<file path="src/rtl/dsp_sample_loader_pkg.sv">
// Shared definitions for the DSP sample loader: half and writer state encodings
// plus the helper that maps a ping-pong half onto its bank I base address.
package dsp_sample_loader_pkg;

    typedef enum logic [1:0] {
        HALF_EMPTY   = 2'd0,
        HALF_FILLING = 2'd1,
        HALF_FULL    = 2'd2
    } half_state_t;

    typedef enum logic {
        W_FILL  = 1'b0,
        W_STALL = 1'b1
    } writer_state_t;

    localparam logic HALF_0 = 1'b0;
    localparam logic HALF_1 = 1'b1;

    localparam int DROP_COUNT_W = 16;

    // Half 1 starts at the midpoint of the bank; half 0 at address zero.
    function automatic logic [31:0] half_base(input logic half, input int addr_w);
        return 32'(half) << (addr_w - 1);
    endfunction

endpackage

</file>
<file path="src/rtl/dsp_loader_half_tracker.sv">
// Ownership tracker for the two bank I halves: per-half state, oldest-full
// ordering and the registered frame_ready / frame_base presentation.
module dsp_loader_half_tracker
    import dsp_sample_loader_pkg::*;
#(
    parameter int ADDR_W = 10
) (
    input  logic              clk,
    input  logic              rst,
    input  logic              fill_start,
    input  logic              fill_complete,
    input  logic              fill_half,
    input  logic              frame_done,
    output logic [1:0]        half_empty,
    output logic              frame_ready,
    output logic [ADDR_W-1:0] frame_base,
    output logic              release_valid,
    output logic              release_half
);

    logic [1:0] half_full;
    logic       ready_reg;
    logic       pres_half_reg;
    logic       older_reg;
    logic       sel_half;

    assign release_valid = ready_reg & frame_done;
    assign release_half  = pres_half_reg;

    generate
        for (genvar gi = 0; gi < 2; gi++) begin : g_half
            localparam logic THIS_HALF = 1'(gi);
            half_state_t state_reg;

            // A release and a completion never target the same half, so the
            // priority order below only matters for robustness.
            always_ff @(posedge clk) begin
                if (rst) begin
                    state_reg <= HALF_EMPTY;
                end else if (release_valid && (release_half == THIS_HALF)) begin
                    state_reg <= HALF_EMPTY;
                end else if (fill_complete && (fill_half == THIS_HALF)) begin
                    state_reg <= HALF_FULL;
                end else if (fill_start && (fill_half == THIS_HALF)) begin
                    state_reg <= HALF_FILLING;
                end
            end

            assign half_full[gi]  = (state_reg == HALF_FULL);
            assign half_empty[gi] = (state_reg == HALF_EMPTY);
        end
    endgenerate

    always_comb begin
        sel_half = half_full[1];
        if (&half_full) begin
            sel_half = older_reg;
        end
    end

    always_ff @(posedge clk) begin
        if (rst) begin
            ready_reg     <= 1'b0;
            pres_half_reg <= HALF_0;
            older_reg     <= HALF_0;
        end else begin
            // Dropping ready for a cycle after each release guarantees the DSP
            // sees a clean edge before the next frame is presented.
            if (ready_reg) begin
                if (frame_done) begin
                    ready_reg <= 1'b0;
                end
            end else if (|half_full) begin
                ready_reg     <= 1'b1;
                pres_half_reg <= sel_half;
            end

            if (fill_complete && (!half_full[~fill_half] || release_valid)) begin
                older_reg <= fill_half;
            end else if (release_valid) begin
                older_reg <= ~pres_half_reg;
            end
        end
    end

    assign frame_ready = ready_reg;
    assign frame_base  = ADDR_W'(half_base(pres_half_reg, ADDR_W));

endmodule

</file>
<file path="src/rtl/dsp_sample_loader.sv">
// Receiver-sample ingest into bank I: writer FSM, per-half index counter,
// one-cycle write register and overrun accounting around the half tracker.
module dsp_sample_loader
    import dsp_sample_loader_pkg::*;
#(
    parameter int DATA_W       = 16,
    parameter int ADDR_W       = 10,
    parameter int FRAME_LEN    = 256,
    parameter int DROP_ON_FULL = 0
) (
    input  logic                    clk,
    input  logic                    rst,
    input  logic                    in_valid,
    input  logic [DATA_W-1:0]       in_data,
    output logic                    in_ready,
    output logic [ADDR_W-1:0]       sram_write_addr,
    output logic [DATA_W-1:0]       sram_write_data,
    output logic                    sram_write_en,
    output logic                    frame_ready,
    output logic [ADDR_W-1:0]       frame_base,
    input  logic                    frame_done,
    output logic                    overrun,
    output logic [DROP_COUNT_W-1:0] drop_count
);

    localparam int               IDX_W    = ADDR_W - 1;
    localparam logic [IDX_W-1:0] LAST_IDX = IDX_W'(FRAME_LEN - 1);

    writer_state_t           state_reg, state_next;
    logic                    cur_half_reg, cur_half_next;
    logic [IDX_W-1:0]        idx_reg, idx_next;
    logic                    active_reg;
    logic                    wr_en_reg;
    logic [ADDR_W-1:0]       wr_addr_reg;
    logic [DATA_W-1:0]       wr_data_reg;
    logic                    overrun_reg;
    logic [DROP_COUNT_W-1:0] drop_count_reg;

    logic       accept;
    logic       drop;
    logic       last_sample;
    logic       other_free;
    logic       fill_start;
    logic       fill_complete;
    logic       release_valid;
    logic       release_half;
    logic [1:0] half_empty;

    // active_reg holds in_ready low for the reset cycle itself.
    assign in_ready      = active_reg & ((state_reg == W_FILL) | (DROP_ON_FULL != 0));
    assign accept        = in_valid & in_ready & (state_reg == W_FILL);
    assign drop          = in_valid & in_ready & (state_reg == W_STALL);
    assign last_sample   = (idx_reg == LAST_IDX);
    assign fill_start    = accept & (idx_reg == '0);
    assign fill_complete = accept & last_sample;
    // A half released in the same cycle counts as free, avoiding a STALL bubble.
    assign other_free    = half_empty[~cur_half_reg]
                         | (release_valid & (release_half != cur_half_reg));

    always_comb begin
        state_next    = state_reg;
        cur_half_next = cur_half_reg;
        idx_next      = idx_reg;
        if (state_reg == W_FILL) begin
            if (accept) begin
                if (last_sample) begin
                    idx_next = '0;
                    if (other_free) begin
                        cur_half_next = ~cur_half_reg;
                    end else begin
                        state_next = W_STALL;
                    end
                end else begin
                    idx_next = idx_reg + 1'b1;
                end
            end
        end else begin
            if (release_valid) begin
                state_next    = W_FILL;
                cur_half_next = release_half;
                idx_next      = '0;
            end
        end
    end

    always_ff @(posedge clk) begin
        if (rst) begin
            state_reg      <= W_FILL;
            cur_half_reg   <= HALF_0;
            idx_reg        <= '0;
            active_reg     <= 1'b0;
            wr_en_reg      <= 1'b0;
            wr_addr_reg    <= '0;
            wr_data_reg    <= '0;
            overrun_reg    <= 1'b0;
            drop_count_reg <= '0;
        end else begin
            state_reg    <= state_next;
            cur_half_reg <= cur_half_next;
            idx_reg      <= idx_next;
            active_reg   <= 1'b1;
            wr_en_reg    <= accept;
            if (accept) begin
                wr_addr_reg <= {cur_half_reg, idx_reg};
                wr_data_reg <= in_data;
            end
            if (drop) begin
                overrun_reg <= 1'b1;
                if (drop_count_reg != '1) begin
                    drop_count_reg <= drop_count_reg + 1'b1;
                end
            end
        end
    end

    dsp_loader_half_tracker #(
        .ADDR_W(ADDR_W)
    ) u_half_tracker (
        .clk          (clk),
        .rst          (rst),
        .fill_start   (fill_start),
        .fill_complete(fill_complete),
        .fill_half    (cur_half_reg),
        .frame_done   (frame_done),
        .half_empty   (half_empty),
        .frame_ready  (frame_ready),
        .frame_base   (frame_base),
        .release_valid(release_valid),
        .release_half (release_half)
    );

    assign sram_write_en   = wr_en_reg;
    assign sram_write_addr = wr_addr_reg;
    assign sram_write_data = wr_data_reg;
    assign overrun         = overrun_reg;
    assign drop_count      = drop_count_reg;

endmodule

</file>
<file path="config.mk">
export PLATFORM = sky130hd
export DESIGN_NAME = dsp_sample_loader
export DESIGN_NICKNAME = d
export VERILOG_FILES = /design/src/rtl/dsp_sample_loader_pkg.sv /design/src/rtl/dsp_loader_half_tracker.sv /design/src/rtl/dsp_sample_loader.sv
export SDC_FILE = /design/constraint.sdc
export NUM_CORES = 1
export LEC_CHECK = 0
export BUFFER_PORTS_ARGS = -buffer_cell sky130_fd_sc_hd__buf_4
export CAP_MARGIN = 10
export CORE_MARGIN = 4
export CORE_UTILIZATION = 46
export CTS_BUF_LIST = sky130_fd_sc_hd__clkbuf_16
export DETAILED_ROUTE_END_ITERATION = 8
export HOLD_SLACK_MARGIN = 0.12
export PLACE_DENSITY = 0.82
export SLEW_MARGIN = 15
export SYNTH_ARGS = -nofsm -noshare
export SYNTH_HDL_FRONTEND = slang
export SYNTH_HIERARCHICAL = 1
export SYNTH_SLANG_ARGS = --single-unit
</file>
<file path="constraint.sdc">
create_clock -name clk -period 1.7 [get_ports clk]
set_input_delay 0.34 -clock clk [delete_from_list [all_inputs] [get_ports clk]]
set_output_delay 0.34 -clock clk [all_outputs]
set_load 0.03 [all_outputs]
</file>
==> out/qor.txt, run 1 <==
DRC -> 0
Slowest-stage cell, CP -> nor4_4
grt ovf -> 0
Rows -> 26
Initial DRC Count -> 127
Crit Path Max Fanout -> 6
final setup violation count -> 0
Ant. Diodes -> 0
TNS Setup -> 0 ps
CTS Buf Count -> 9
Tmin final -> 1620 ps
Ys Warns -> 6
Worst VDD drop -> 0.650 mV
Hold Vio Cnt, Final -> 0
#FFs+latches synth -> 63
sequential area share after synthesis -> 50.5%
PostCTS Resize Cnt -> 0
Layout Nets -> 374
via/cell ratio -> 4.89
Detail Placement HPWL -> 3950 um
GRT Overall Usage -> 17.5%
initial antenna violation count -> 0
deepest clock path buffer count -> 2
wire per inst -> 13.2 um
# port buffers -> 66
HP Class -> in2reg
fin crit share -> 95.1%
WP buf/inv -> 0
largest net degree at the start of global routing -> 33
final WL -> 5640 um
synthesis-to-finish area growth -> 34.8%
Final ANT Viol Nets -> 0
Final Max Tran Viols -> 0
number of primary I/O pins -> 76
area post-placement -> 3050 um2
CTS sink cnt -> 63
r2r worst-path depth -> 6
Crit Path Class -> reg2reg
Final Core Density -> 65.1%
crit path launch type -> register
Post-Syn Area -> 2500 um2
Distinct cells, synth -> 43
slowest stage delay, CP -> 390 ps
Worst Setup End Kind -> register
htree depth -> 3
Pleak -> 1.44 nW
first-pass GRT wire length -> 8960 um
via count -> 2088
share of layout cells above drive strength 1 -> 31.7%
DRT Pass-1 Iters -> 4
critical path, cell by cell -> ha_4 > nand3_2 > nor4_4 > nor2_1 > a211oi_2 > a2111oi_2
FF-to-FF End -> u_half_tracker/older_reg$_SDFFE_PP0P_
Design Area, Final -> 3370 um2
Peak Freq -> 0.618 GHz
HP Start -> in_data[7]
most common cell in the synthesized netlist -> dfxtp_1
number of synthesized flops with an enable pin -> 0
Non-Filler Instances -> 427
predominant post-synthesis flop cell -> dfxtp_1
post-synth top area share -> 50.5%
WP data required -> 1890 ps
post-synth top area cell -> dfxtp_1
Fillers -> 416
CTS tree -> built
pwr dens -> 1010 nW/um2
Worst Hold Depth -> 3
vias in the first global route -> 2061
post-CTS setup buffer count -> 0
WHS Endpoint -> sram_write_data[7]$_SDFFE_PP0P_
worst skew pair latency -> 320 ps
reg2reg start -> idx_reg[0]$_SDFFE_PP0P_
cts hold-fix bufs -> 0
status -> finished, final reports clean
clock root buffer master -> clkbuf_16
CP Data Arrival Time -> 1810 ps
most frequent cells after synthesis -> dfxtp_1 (63), nand2_1 (57), a21oi_1 (32)
GPL Wtd Cong -> 0.875
MaxCap Viol Count -> 0
Reg2Reg Setup Slack -> 80 ps
core area -> 5170 um2
synth top area cells -> dfxtp_1 (50%), nand2_1 (8.6%), a21oi_1 (6.4%)
Clock Skews -> 4.07 ps
delay-heaviest family, CP -> simple AND/OR/NAND/NOR gates
die area -> 6680 um2
Clk pin slew, worst setup/hold paths -> 50 ps
Die Height -> 81.7 um
cell count after synthesis -> 278
asr flop ratio synth -> 0%
Post-Place Cells -> 411
syn_area_per_cell -> 8.99 um2
initial core utilization -> 48.3%
Die W -> 81.7 um
power breakdown:
part           switching (W)  internal [W]
clock network       0.000637      0.000985
registers          0.0000186       0.00150
logic               0.000161     0.0000926
total               0.000816       0.00258
area by class of cell:
type	count	area (um2)	area share, %
sequential	63	1270	37.7
multi-input combinational	189	1110	32.9
timing repair buffer	79	593	17.6
clock buffer	9	225	6.68
tap	70	87.6	2.60
clock inverter	7	48.8	1.45
inverter	10	37.5	1.11
worst register-to-register path, cell delays in order (launching register included):
cell and delay [ps]:
dfxtp_4 380, ha_4 150, nand3_2 110, nor4_4 390, nor2_1 120, a211oi_2 260
a2111oi_2 80
worst max path at each step:
stage | to | slack, ps | from | cells past startpoint
6_report | u_half_tracker/older_reg$_SDFFE_PP0P_ | 80 | idx_reg[0]$_SDFFE_PP0P_ | 6
3_5_place_dp | u_half_tracker/older_reg$_SDFFE_PP0P_ | 50 | idx_reg[1]$_SDFFE_PP0P_ | 6
5_1_grt | u_half_tracker/older_reg$_SDFFE_PP0P_ | -6 | idx_reg[0]$_SDFFE_PP0P_ | 5
3_3_place_gp | cur_half_reg$_SDFFE_PP0P_ | 120 | idx_reg[0]$_SDFFE_PP0P_ | 6
2_1_floorplan | u_half_tracker/older_reg$_SDFFE_PP0P_ | 60 | idx_reg[0]$_SDFFE_PP0P_ | 6
4_1_cts | u_half_tracker/older_reg$_SDFFE_PP0P_ | 30 | idx_reg[1]$_SDFFE_PP0P_ | 6
routing by layer:
layer  global-route usage [%]  vias to the layer above  wire length [um]
met2                     29.4                       67              2850
met3                     4.39                        8               369
met1                     19.7                      956              2340
met5                        0                        -                 0
li1                         -                     1057                 -
met4                     10.6                        0                73
metrics by stage:
step                total power (W)  hold slack (ps)  setup WS [ps]
CTS                         0.00343              252           31.0
finish                      0.00340              266           82.6
global placement            0.00179              443            116
detailed placement          0.00180              448           47.2
floorplan                   0.00172              409           56.0
global route                0.00353              266          -5.62
cell families after synthesis:
group,count (synthesis),synth area share [%]
simple gates,114,23.1
flops,63,50.5
other cells,1,0.150
compound gates,57,14.9
buf+inv,34,7.91
fa+ha+maj,2,1.00
xor+xnor,7,2.45
cells in the final DEF (no fill, tap or decap), types with 2 or more instances in the layout:
master,instances
a211oi_2,2
a21oi_1,32
dfxtp_1,60
clkinv_2,3
nor2b_1,20
conb_1,9
clkbuf_16,9
nand2b_1,3
a211oi_1,4
nor2_1,17
xnor2_1,4
buf_4,79
nand2_1,57
a21o_1,2
clkinv_4,2
o21ai_0,3
nor3_1,3
inv_1,10
o2111ai_1,4
xor2_1,3
dfxtp_4,2
No activity file was read; power rests on OpenSTA's default activity.
==> run 2: changes to the inputs <==
CORE_UTILIZATION = 48   (was 46)
CTS_BUF_LIST = sky130_fd_sc_hd__clkbuf_4   (was sky130_fd_sc_hd__clkbuf_16)
PLACE_DENSITY = 0.84   (was 0.82)
==> run 2 against run 1 <==
Clock-buffer cell count stayed put; critical path depth is 2 lower; flip-flop and latch count stayed put; critical path type unchanged; largest power group is now registers; non-clock buffer count is 5 higher; hold slack worse by 89 ps; clock power is 47% lower.
==> out/qor.txt, run 2 (synthesis gave the netlist of run 1 again) <==
final setup violation count -> 0 (unchanged)
CP Data Arrival Time -> 1880 ps (+70 ps)
worst skew pair latency -> 390 ps (+70 ps)
MaxCap Viol Count -> 0 (unchanged)
share of layout cells above drive strength 1 -> 32.6% (+0.94 points)
via count -> 2106 (+0.86%)
worst hold slack -> 177 ps (-88.9 ps)
vias in the first global route -> 2037 (-1.2%)
Hold Vio Cnt, Final -> 0 (unchanged)
pwr dens -> 810 nW/um2 (-20%)
RSZ-0062 raised after global routing -> false
Flop pwr share -> 57.5% (+13 points)
Clock power frac -> 32.6% (-15 points)
via/cell ratio -> 4.88 (-0.31%)
grt ovf -> 0 (unchanged)
largest net degree at the start of global routing -> 26 (-21%)
htree depth -> 3 (unchanged)
GR Util met1 -> 20.2% (+0.48 points)
most frequent cells in the layout -> buf_4 (84), dfxtp_1 (61), nand2_1 (57), a21oi_1 (32), nor2b_1 (19)
status -> finished, final reports clean
deepest clock path buffer count -> 2 (unchanged)
Crit Path Class -> reg2reg
CTS Buf Count -> 9 (unchanged)
Worst VDD drop -> 0.497 mV (-24%)
Psw -> 0.000737 W (-9.7%)
Peak Freq -> 0.622 GHz (+0.65%)
CTS sink cnt -> 63 (unchanged)
most common cell after layout, fill and taps aside -> buf_4
Die Height -> 80.2 um (-1.9%)
first-pass GRT wire length -> 8940 um (-0.31%)
GPL Wtd Cong -> 0.886 (+1.3%)
Crit Path Max Fanout -> 8 (+2)
Die W -> 80.2 um (-1.9%)
Post-Place Cells -> 415 (+0.97%)
# port buffers -> 66 (unchanged)
Internal -> 0.00190 W (-26%)
Fillers -> 433 (+4.1%)
Multi-input gate area -> 1120 um2 (+0.79%)
met3 Track Usage GR -> 7.06% (+2.7 points)
Final Max Tran Viols -> 0 (unchanged)
Tmin final -> 1610 ps (-10.5 ps)
dpl ws -> -86.3 ps (-133 ps)
final WL -> 5600 um (-0.74%)
WP data required -> 1970 ps (+80 ps)
initial core utilization -> 49.3% (+0.93 points)
Pleak -> 1.39 nW (-2.8%)
Worst Setup End Kind -> register
Clock Skews -> 10.4 ps (+6.33 ps)
Initial DRC Count -> 149 (+17%)
crit path launch type -> register
cts hold-fix bufs -> 0 (unchanged)
Setup WS post-layout -> 93.2 ps (+10.5 ps)
clock root buffer master -> clkbuf_4
Detail Placement HPWL -> 4020 um (+1.7%)
synthesis-to-finish area growth -> 30.2%
Reg area -> 1270 um2 (-0.30%)
GRT Overall Usage -> 18.2% (+0.74 points)
met2 GRT Util -> 30.2% (+0.81 points)
Rows -> 26 (unchanged)
gr busiest metal -> met2
Layout Nets -> 379 (+1.3%)
logic gate share of total power -> 9.9% (+2.4 points)
fin crit share -> 94.5% (-0.62 points)
die area -> 6430 um2 (-3.8%)
number of primary I/O pins -> 76 (unchanged)
CTS tree -> built
DRT Pass-1 Iters -> 4 (unchanged)
HP Class -> in2reg
Final ANT Viol Nets -> 0 (unchanged)
Ant. Diodes -> 0 (unchanged)
switching share of power -> 28.0% (+3.9 points)
Non-Filler Instances -> 432 (+1.2%)
Clk pin slew, worst setup/hold paths -> 110 ps (+60 ps)
wire per inst -> 13.0 um (-1.9%)
core area -> 5070 um2 (-1.9%)
Reg2Reg Setup Slack -> 90 ps (about the same)
DRC -> 0 (unchanged)
initial antenna violation count -> 0 (unchanged)
==> run 2: what timing repair did <==
item                                    4_1_cts  5_1_grt
gates cloned                                  0        0
pin swaps                                     0        2
endpoints found under the setup margin        2       11
gates resized for setup                       1       12
setup buffers                                 0        1
==> run 2: final cells by class <==
type                       count  share of cell area [%]
inverter                      10                    1.15
clock inverter                 7                    1.50
sequential                    63                    38.9
tap                           70                    2.69
timing repair buffer          84                    19.4
multi-input combinational    189                    34.3
clock buffer                   9                    2.08
==> run 2: path summary, 6_finish.rpt <==
kind,start,to,cells after the start
min reg2reg,sram_write_data[14]$_SDFFE_PP0P_,sram_write_data[14]$_SDFFE_PP0P_,2
min,in_data[4],sram_write_data[4]$_SDFFE_PP0P_,3
max,u_half_tracker/frame_ready$_SDFF_PP0_,idx_reg[5]$_SDFFE_PP0P_,4
max reg2reg,u_half_tracker/frame_ready$_SDFF_PP0_,idx_reg[5]$_SDFFE_PP0P_,4
==> run 2: metrics by stage <==
stage | power (W) | util (%) | setup TNS, ps | instance area [um2]
after floorplan | 0.00172 | - | 0 | 2530
after global placement | 0.00179 | 60.7 | 0 | 3080
after detailed placement | 0.00180 | 60.7 | -91.8 | 3080
after CTS | 0.00266 | 63.1 | 0 | 3200
after global routing | 0.00277 | 64.1 | 0 | 3250
final | 0.00264 | 64.1 | 0 | 3250
==> run 2: worst max-delay path: stages (launching register included) <==
cell and delay, ps:
dfxtp_1 410, and2_1 210, and2_0 380, a311o_1 390, nor2_1 100
==> run 2: power by group through the flow <==
stage | logic (W) | registers (W) | clock network (W)
detailed placement | 0.000252 | 0.00155 | 0
global placement | 0.000245 | 0.00155 | 0
CTS | 0.000253 | 0.00152 | 0.000894
finish | 0.000262 | 0.00152 | 0.000859
global route | 0.000282 | 0.00152 | 0.000968
floorplan | 0.000130 | 0.00159 | 0
==> run 2: metal layers <==
layer  routed length [um]  part of all wire [%]
met1                 2330                    42
met2                 2750                    49
met3                  381                   6.8
met4                  131                   2.3
met5                    0                     0
==> run 3: changes to the inputs <==
CORE_UTILIZATION = 47   (was 48)
PLACE_DENSITY = 0.83   (was 0.84)
SLEW_MARGIN = 20   (was 15)
SYNTH_HIERARCHICAL = not set   (was 1)
==> run 3 against run 2 <==
First-iteration DRC count down 16%; flip-flop and latch count is the same; register-to-register slack worse by 30 ps; highest routed layer unchanged; global-route usage shrank 0.97 points; final cell count decreased by 1.4%; largest cell class unchanged; critical endpoint is now u_half_tracker.older_reg$_SDFFE_PP0P_.
==> out/qor.txt, run 3 <==
Clock Skews -> 10.6 ps (+0.188 ps)
wire per inst -> 12.8 um (-0.95%)
Die Height -> 80.7 um (+0.61%)
TNS Setup -> 0 ps (unchanged)
final setup violation count -> 0 (unchanged)
die area -> 6510 um2 (+1.2%)
Rows -> 26 (unchanged)
largest family of logic cells by synthesized area -> simple AND/OR/NAND/NOR gates
post-synth top area share -> 50.8% (+0.38 points)
Die W -> 80.7 um (+0.61%)
Final ANT Viol Nets -> 0 (unchanged)
initial core utilization -> 48.6% (-0.68 points)
synthesis-to-finish area growth -> 32.0%
htree depth -> 3 (unchanged)
CTS tree -> built
Worst VDD drop -> 0.463 mV (-6.7%)
crit path launch type -> register
Post-Synth Simple-Gate Area -> 23.6% (+0.43 points)
most frequent cells in the layout -> buf_4 (79), nand2_1 (60), dfxtp_1 (59), a21oi_1 (28), nor2b_1 (19)
CTS sink cnt -> 63 (unchanged)
Worst Setup End Kind -> register
Crit Path Max Fanout -> 4 (-4)
Ys Warns -> 0 (-6)
Clk pin slew, worst setup/hold paths -> 110 ps (about the same)
vias in the first global route -> 2000 (-1.8%)
RSZ-0062 raised after global routing -> true
number of primary I/O pins -> 76 (unchanged)
asr flop ratio synth -> 0% (unchanged)
sequential area share after synthesis -> 50.8% (+0.38 points)
CP Data Arrival Time -> 1960 ps (+80 ps)
DRT Pass-1 Iters -> 4 (unchanged)
post-synth top area cell -> dfxtp_1
share of layout cells above drive strength 1 -> 31.5% (-1.1 points)
most common cell after layout, fill and taps aside -> buf_4
predominant post-synthesis flop cell -> dfxtp_1
cell count after synthesis -> 276 (-0.72%)
Pleak -> 1.38 nW (-1.3%)
Ant. Diodes -> 0 (unchanged)
syn_area_per_cell -> 8.99 um2 (about the same)
Detail Placement HPWL -> 3870 um (-3.6%)
first-pass GRT wire length -> 8590 um (-3.9%)
number of synthesized flops with an enable pin -> 0 (unchanged)
Setup WS post-layout -> 61.8 ps (-31.4 ps)
fin crit share -> 96.4% (+1.8 points)
Synth Area in Adders -> 1.01% (+0.0076 points)
Peak Freq -> 0.610 GHz (-1.9%)
Distinct cells, synth -> 49 (+14%)
#FFs+latches synth -> 63 (unchanged)
dpl ws -> -8.08 ps (+78.2 ps)
HP Class -> in2reg
most frequent cells after synthesis -> dfxtp_1 (63), nand2_1 (60), a21oi_1 (28)
GPL Wtd Cong -> 0.906 (+2.3%)
most common cell in the synthesized netlist -> dfxtp_1
final WL -> 5470 um (-2.3%)
Synth Area in Compound Gates -> 14.0% (-0.95 points)
delay-heaviest family, CP -> simple AND/OR/NAND/NOR gates
largest net degree at the start of global routing -> 46 (+77%)
slowest stage delay, CP -> 400 ps (about the same)
MaxCap Viol Count -> 0 (unchanged)
deepest clock path buffer count -> 2 (unchanged)
core area -> 5110 um2 (+0.64%)
# port buffers -> 66 (unchanged)
Layout Nets -> 373 (-1.6%)
CTS Buf Count -> 9 (unchanged)
Post-Syn Area -> 2480 um2 (-0.75%)
grt ovf -> 0 (unchanged)
clock root buffer master -> clkbuf_4
Tmin final -> 1640 ps (+31.4 ps)
GRT Overall Usage -> 17.2% (-0.97 points)
initial antenna violation count -> 0 (unchanged)
Final Max Tran Viols -> 0 (unchanged)
cts hold-fix bufs -> 0 (unchanged)
WP buf/inv -> 0 (unchanged)
via count -> 2102 (-0.19%)
Crit Path Class -> reg2reg
WP data required -> 2020 ps (+50 ps)
synth top area cells -> dfxtp_1 (51%), nand2_1 (9.1%), a21oi_1 (5.6%)
Initial DRC Count -> 125 (-16%)
via/cell ratio -> 4.93 (+1.2%)
DRC -> 0 (unchanged)
Slowest-stage cell, CP -> nor4_4
mux cell area share after synthesis -> 0.857% (+0.86 points)
critical path, cell by cell -> ha_4 > nand3_4 > nor4_4 > mux2_4 > a211oi_2
worst hold slack -> 180 ps (+3.35 ps)
status -> finished, final reports clean
xor/xnor share of the synthesized area -> 2.47% (+0.019 points)
pwr dens -> 893 nW/um2 (+10%)
worst skew pair latency -> 390 ps (about the same)
Hold Vio Cnt, Final -> 0 (unchanged)
## run 3: kinds of logic after synthesis
| logic type | count (synthesis) |
|---|---|
| AOI/OAI and AO/OA | 54 |
| xor gates and xnor gates | 7 |
| adders and majority gates | 2 |
| buffers and inverters | 33 |
| DFF | 63 |
| muxes | 2 |
| other | 1 |
| and+or+nand+nor | 114 |
## run 3: where the power goes
part,internal [W],switching [W]
logic,0.0000960,0.000157
clock network,0.000599,0.000558
registers,0.00150,0.0000164
## run 3: worst min-delay path, delay by kind of cell
kind | cells | cell delay (ps)
AOI/OAI and AO/OA | 1 | 50
and+or+nand+nor | 1 | 40
buffers and inverters | 1 | 110
## run 3: layer usage
metal  GRT usage, %  vias up  share of wire [%]
li1               -     1057                  -
met1           20.0      976                 42
met2           28.6       60                 51
met3           4.93        9                6.2
met4           9.12        0                1.3
met5              0        -                  0
## run 3: final timing paths
kind / startpoint / to / slack [ps] / cells past startpoint
max reg2reg: idx_reg[1]$_SDFFE_PP0P_ / u_half_tracker.older_reg$_SDFFE_PP0P_ / 60 / 5
min: in_data[9] / sram_write_data[9]$_SDFFE_PP0N_ / 180 / 3
max: idx_reg[1]$_SDFFE_PP0P_ / u_half_tracker.older_reg$_SDFFE_PP0P_ / 60 / 5
min reg2reg: sram_write_data[10]$_SDFFE_PP0N_ / sram_write_data[10]$_SDFFE_PP0N_ / 460 / 2
## run 3: final cells by class
cell class / count / area (um2)
Inverter: 9 / 33.8
Fill cell: 440 / 1830
Clock buffer: 9 / 67.6
Timing Repair Buffer: 80 / 613
Tap cell: 70 / 87.6
Clock inverter: 7 / 96.3
Sequential cell: 63 / 1270
Multi-Input combinational cell: 188 / 1110
## run 3: repair_timing
item	4_1_cts	5_1_grt
setup buffers	3	0
pin swaps	1	1
gates resized for setup	2	5
setup endpoints to repair	1	4
## run 3: stage by stage
stage	power [W]	utilization, %	cell area (um2)	std cells
2_1_floorplan	0.00172	-	2520	284
3_3_place_gp	0.00179	59.9	3060	407
3_5_place_dp	0.00180	59.9	3060	407
4_1_cts	0.00296	63.7	3260	426
5_1_grt	0.00305	64.1	3280	426
6_report	0.00293	64.1	3280	426
